<file path="src/rtl/enable_table_loader_pkg.sv">
// Shared types and geometry for the enable-table loader: FSM states, table
// dimensions and the bit layout of one 2-bit table entry.
package enable_table_loader_pkg;

    typedef enum logic [2:0] {
        S_IDLE,
        S_REQ,
        S_WAIT,
        S_WRITE,
        S_DONE,
        S_ERROR
    } state_e;

    localparam int ENTRIES_PER_CONFIG = 512;
    localparam int BYTES_PER_CONFIG   = 128;
    localparam int ENTRIES_PER_BYTE   = 4;

    localparam int ENTRY_W = $clog2(ENTRIES_PER_CONFIG);
    localparam int SUB_W   = $clog2(ENTRIES_PER_BYTE);

    // Bit positions inside one table entry.
    localparam int TBL_RAM_BIT = 1;
    localparam int TBL_BUS_BIT = 0;

    function automatic logic [23:0] config_base(input logic [23:0] base,
                                                input logic [3:0]  sel);
        return base + (24'(sel) << $clog2(BYTES_PER_CONFIG));
    endfunction

endpackage

</file>
<file path="src/rtl/enable_table_loader_entry_unpacker.sv">
// Selects one 2-bit enable entry out of a config-store byte; entry n of a
// byte lives in bits [2n+1:2n].
module entry_unpacker
    import enable_table_loader_pkg::*;
(
    input  logic [7:0]       data_i,
    input  logic [SUB_W-1:0] sub_i,
    output logic [1:0]       val_o
);

    logic [1:0] pair;

    assign pair               = data_i[{sub_i, 1'b0} +: 2];
    assign val_o[TBL_RAM_BIT] = pair[1];
    assign val_o[TBL_BUS_BIT] = pair[0];

endmodule

</file>
<file path="src/rtl/enable_table_loader.sv">
// Loads one 512-entry enable table from the config store, one byte (four
// entries) at a time, holding the target CPU off until the table is complete.
module enable_table_loader
    import enable_table_loader_pkg::*;
#(
    parameter logic [23:0] BASE_ADDR      = 24'h100000,
    parameter int          TIMEOUT_CYCLES = 1024
) (
    input  logic        fpga_clk,
    input  logic        reset,
    input  logic        start,
    input  logic [3:0]  config_sel,
    output logic        rd_req,
    output logic [23:0] rd_addr,
    input  logic [7:0]  rd_data,
    input  logic        rd_valid,
    output logic        table_we,
    output logic [8:0]  table_write_addr,
    output logic [1:0]  table_val,
    output logic        busy,
    output logic        done,
    output logic        error,
    output logic        cpu_hold
);

    localparam int                 TMO_W      = (TIMEOUT_CYCLES > 1) ? $clog2(TIMEOUT_CYCLES) : 1;
    localparam logic [TMO_W-1:0]   TMO_LAST   = TMO_W'(TIMEOUT_CYCLES - 1);
    localparam logic [ENTRY_W-1:0] LAST_ENTRY = ENTRY_W'(ENTRIES_PER_CONFIG - 1);
    localparam logic [SUB_W-1:0]   LAST_SUB   = SUB_W'(ENTRIES_PER_BYTE - 1);

    state_e               state_q;
    logic [23:0]          addr_q;
    logic [ENTRY_W-1:0]   entry_q;
    logic [7:0]           data_q;
    logic [TMO_W-1:0]     tmo_q;
    logic                 rd_req_q;
    logic                 we_q;
    logic [1:0]           val_q;
    logic                 busy_q;
    logic                 done_q;
    logic                 error_q;
    logic                 hold_q;

    logic [ENTRY_W-1:0]   entry_d;
    logic [7:0]           unpack_data_d;
    logic [SUB_W-1:0]     unpack_sub_d;
    logic [1:0]           val_d;

    assign entry_d = entry_q + 1'b1;

    // The first entry of a byte is unpacked straight from rd_data while it is
    // being captured; the remaining three come from the captured copy.
    assign unpack_data_d = (state_q == S_WAIT) ? rd_data : data_q;
    assign unpack_sub_d  = (state_q == S_WAIT) ? entry_q[SUB_W-1:0] : entry_d[SUB_W-1:0];

    entry_unpacker u_unpacker (
        .data_i (unpack_data_d),
        .sub_i  (unpack_sub_d),
        .val_o  (val_d)
    );

    // NOTE: every register below is assigned with <= so all of them update
    // together from the pre-edge values; blocking assignments here would let
    // later statements see half-updated state.
    always_ff @(posedge fpga_clk or posedge reset) begin
        if (reset) begin
            state_q  <= S_IDLE;
            addr_q   <= '0;
            entry_q  <= '0;
            data_q   <= '0;
            tmo_q    <= '0;
            rd_req_q <= 1'b0;
            we_q     <= 1'b0;
            val_q    <= '0;
            busy_q   <= 1'b0;
            done_q   <= 1'b0;
            error_q  <= 1'b0;
            hold_q   <= 1'b1;
        end else begin
            done_q <= 1'b0;
            case (state_q)
                S_IDLE: begin
                    if (start) begin
                        addr_q   <= config_base(BASE_ADDR, config_sel);
                        entry_q  <= '0;
                        error_q  <= 1'b0;
                        hold_q   <= 1'b1;
                        rd_req_q <= 1'b1;
                        busy_q   <= 1'b1;
                        state_q  <= S_REQ;
                    end
                end
                S_REQ: begin
                    tmo_q   <= '0;
                    state_q <= S_WAIT;
                end
                S_WAIT: begin
                    // A response in the final timeout cycle still counts.
                    if (rd_valid) begin
                        data_q   <= rd_data;
                        rd_req_q <= 1'b0;
                        we_q     <= 1'b1;
                        val_q    <= val_d;
                        state_q  <= S_WRITE;
                    end else if (tmo_q == TMO_LAST) begin
                        rd_req_q <= 1'b0;
                        busy_q   <= 1'b0;
                        error_q  <= 1'b1;
                        state_q  <= S_ERROR;
                    end else begin
                        tmo_q <= tmo_q + 1'b1;
                    end
                end
                S_WRITE: begin
                    if (entry_q[SUB_W-1:0] != LAST_SUB) begin
                        entry_q <= entry_d;
                        val_q   <= val_d;
                    end else begin
                        we_q <= 1'b0;
                        if (entry_q == LAST_ENTRY) begin
                            busy_q  <= 1'b0;
                            done_q  <= 1'b1;
                            hold_q  <= 1'b0;
                            state_q <= S_DONE;
                        end else begin
                            entry_q  <= entry_d;
                            addr_q   <= addr_q + 24'd1;
                            rd_req_q <= 1'b1;
                            state_q  <= S_REQ;
                        end
                    end
                end
                S_DONE:  state_q <= S_IDLE;
                S_ERROR: state_q <= S_IDLE;
                default: state_q <= S_IDLE;
            endcase
        end
    end

    assign rd_req           = rd_req_q;
    assign rd_addr          = addr_q;
    assign table_we         = we_q;
    assign table_write_addr = entry_q;
    assign table_val        = val_q;
    assign busy             = busy_q;
    assign done             = done_q;
    assign error            = error_q;
    assign cpu_hold         = hold_q;

endmodule
</file>
<file path="config.mk">
export PLATFORM = sky130hd
export DESIGN_NAME = enable_table_loader
export DESIGN_NICKNAME = d
export VERILOG_FILES = /design/src/rtl/enable_table_loader_pkg.sv /design/src/rtl/enable_table_loader_entry_unpacker.sv /design/src/rtl/enable_table_loader.sv
export SDC_FILE = /design/constraint.sdc
export NUM_CORES = 1
export LEC_CHECK = 0
export CAP_MARGIN = 5
export CORE_ASPECT_RATIO = 0.6
export CORE_MARGIN = 4
export CORE_UTILIZATION = 25
export DETAILED_ROUTE_END_ITERATION = 8
export PLACE_DENSITY_LB_ADDON = 0.2
export SYNTH_ARGS = -nofsm -noshare
export SYNTH_HDL_FRONTEND = slang
export SYNTH_SLANG_ARGS = --single-unit
</file>
<file path="constraint.sdc">
create_clock -name fpga_clk -period 2.61 [get_ports fpga_clk]
set_input_delay 0.522 -clock fpga_clk [delete_from_list [all_inputs] [get_ports fpga_clk]]
set_output_delay 0.522 -clock fpga_clk [all_outputs]
set_load 0.03 [all_outputs]
</file>
==> impl_metrics.env <==
export IMPL_drv_slew=0
export IMPL_slowest_delay_ns=0.47
export IMPL_crit_path_max_fanout=15
export IMPL_drv_cap=0
export IMPL_place_congestion=0.807
export IMPL_yosysTopAreaCellShare_pct=44.8
export IMPL_yosys_top_cells_area="dfrtp_1, nand2_1, mux2_2"
export IMPL_grt_pass1_wl_um=16400
export IMPL_holdPathStages=1
export IMPL_syn_cell_area_mm2=0.00341
export IMPL_p_switching_uw=1960
export IMPL_via_per_inst=5.20
export IMPL_final_seq_area_mm2=0.00155
export IMPL_wire_per_inst_um=17.5
export IMPL_synth_top_area_cell="dfrtp_1"
export IMPL_grt_usage_pct=13.6
export IMPL_dr_total_vias=3038
export IMPL_antenna_found_initial=0
export IMPL_crit_path_start_kind="flop"
export IMPL_grt_pass1_vias=2930
export IMPL_power_density_mw_per_mm2=1100
export IMPL_async_flop_share_pct=100
export IMPL_die_y_um=98.4
export IMPL_synth_edff_count=0
export IMPL_die_w_um=159
export IMPL_multiInputGateArea_mm2=0.00172
export IMPL_areaGrowthSynthToFinish_pct=33.5
export IMPL_core_area_mm2=0.0131
export IMPL_seq_area_frac_synth_pct=45.6
export IMPL_finalCritPeriodShare_pct=91.4
export IMPL_nFillCells=1332
export IMPL_peakVddDrop_v=0.000345
export IMPL_path_common_cell="ha_1"
export IMPL_syn_area_per_cell_um2=9.84
export IMPL_nNetsFinal=430
export IMPL_power_leakage_uw=0.00185
export IMPL_clkPwrFrac_pct=26.1
export IMPL_path_clk_slew_ns=0.06
export IMPL_min_path_type="reg2reg"
export IMPL_root_buffer="clkbuf_16"
export IMPL_postCtsHoldBufs=0
export IMPL_synthesis_nets=366
export IMPL_grt_max_degree=43
export IMPL_ys_top_cells_by_count="dfrtp_1, nand2_1, o21ai_0"
export IMPL_cts_sinks=62
export IMPL_worstSetupEndpointType="flop"
export IMPL_clock_skew_ns=0.00644
export IMPL_overflow=0
export IMPL_drt_iter0_drc=255
export IMPL_rsz0062_at_grt="no"
export IMPL_rrSetupSlack_ns=0.22
export IMPL_worstPathArrival_ns=2.64
export IMPL_cp_slowest_cell="or4_1"
export IMPL_synth_ff_type="dfrtp_1"
export IMPL_finalCriticalPeriod_ns=2.39
export IMPL_placementRows=32
export IMPL_h_tree_depth=3
export IMPL_wirelength_um=10200
export IMPL_port_buffers=56
export IMPL_worstPathCellList="ha_1 > nand4_1 > nor2_1 > ha_1 > and4b_1 > o211ai_1 > buf_4 > or4_1 > a21oi_1"
export IMPL_final_util_pct=34.7
export IMPL_worstPathRequired_ns=2.87
export IMPL_clockBufferDepth=2
export IMPL_finalPower_uw=5010
export IMPL_drtPass1Iterations=5
export IMPL_diodes=0
export IMPL_die_area_mm2=0.0156
export IMPL_combinationalPowerShare_pct=42.6
export IMPL_path_class="reg2reg"
export IMPL_syn_inst=346
export IMPL_max_freq_ghz=0.419
export IMPL_swShare_pct=39.1
export IMPL_fin_tns_setup_ns=0
export IMPL_clk_latency_ns=0.34
export IMPL_drtAntennaViolNets=0
export IMPL_worst_pin_slew_ns=0.891
export IMPL_drc=0
export IMPL_slew_headroom_pct=40.2
export IMPL_hpwlAfterDp_um=7450
export IMPL_ios=57
export IMPL_synth_seq_cells=62
export IMPL_status="complete, no violations"
export IMPL_synth_distinct_cells=54
export IMPL_report_final_setup_viol=0
export IMPL_yosysMostFrequentCell="dfrtp_1"
export IMPL_hold_viol=0
export IMPL_drive_gt1_share_pct=13.8
export IMPL_start_util_pct=26.0
export IMPL_numCtsBuffers=9
export IMPL_seq_power_share_pct=31.3
export IMPL_r2r_cells=9
export IMPL_p_int_uw=3050
export IMPL_cts_tree="built"
export IMPL_ys_warn_count=0
[worst max-delay path: cells and delay by family (launching register included)]
kind | cells | cell delay [ns]
buffers and inverters | 1 | 0.21
and+or+nand+nor | 4 | 0.99
adders and majority gates | 2 | 0.41
AOI/OAI and AO/OA | 2 | 0.31
DFF | 1 | 0.38
[layout by cell type (no fill, tap or decap), types with 7 or more instances in the layout]
cell and count:
a21oi_1 19, nand4_1 12, clkdlybuf4s50_1 56, mux2i_1 7, clkbuf_16 9, dfrtp_1 61, nor2_1 16, or4_1 12
and4_1 8, nand2_1 38, o31ai_1 8, nand3_1 18, buf_4 17, mux2_2 9, o211ai_1 8, o21ai_0 20
[power groups by stage]
stage	sequential, uW	clock [uW]	combinational (uW)
3_5_place_dp	1580	0	2140
3_3_place_gp	1570	0	2130
5_1_grt	1620	1370	2320
2_1_floorplan	1860	0	1010
6_report	1570	1310	2130
4_1_cts	1560	1340	2150
[kinds of logic (layout without fill, tap and decap cells)]
| family | after synthesis | after routing | synth area share [%] |
|---|---|---|---|
| AOI/OAI and AO/OA | 88 | 88 | 17.2 |
| adders and majority gates | 4 | 4 | 1.47 |
| buffers and inverters | 28 | 96 | 3.78 |
| DFF | 62 | 62 | 45.6 |
| muxes | 20 | 20 | 7.68 |
| and+or+nand+nor | 144 | 144 | 24.3 |
[flip-flops by register name, indices dropped and copies added, names as in the netlist]
name / flops
data_q: 8
tmo_q: 10
state_q: 3
rd_addr: 24
rd_req: 1
table_val: 2
cpu_hold: 1
table_we: 1
done: 1
busy: 1
error: 1
table_write_addr: 9
[final timing paths]
kind | start | end
max | table_write_addr[0] | rd_addr[17]
min | data_q[0] | data_q[0]
max reg2reg | table_write_addr[0] | rd_addr[17]
min reg2reg | data_q[0] | data_q[0]
max in group asynchronous | reset | cpu_hold
min in group asynchronous | reset | done
[metal layers]
layer	share of wire, %	vias to the layer above	global-route usage, %	routed length [um]
li1	-	1462	-	-
met1	55	1486	22.3	5680
met2	36	84	15.6	3660
met3	8.1	6	5.22	827
met4	0.71	0	3.67	73
met5	0	-	0	0
[final cells by class]
type	count	share of cell area (%)
well taps	170	4.68
repair buffers	74	15.6
clock buffers	11	5.56
clock inverters	4	1.54
flip-flops and latches	62	34.1
multi-input cells	256	37.9
inverters	7	0.578
[metrics by stage]
stage                     hold WS (ns)  area [um^2]  instances  setup WS, ns
after global placement           0.485         4220        569         0.169
after CTS                        0.506         4550        584         0.155
after global routing             0.521         4550        584        0.0204
after detailed placement         0.494         4220        569         0.144
final                            0.504         4550        584         0.224
after floorplan                  0.475         3410        346         0.138
[timing repair]
item / in CTS / in global routing
setup endpoints to repair: 0 / 1
gates resized for setup: 0 / 0
setup buffers: 0 / 0
Power figures use the tool's default switching activity.
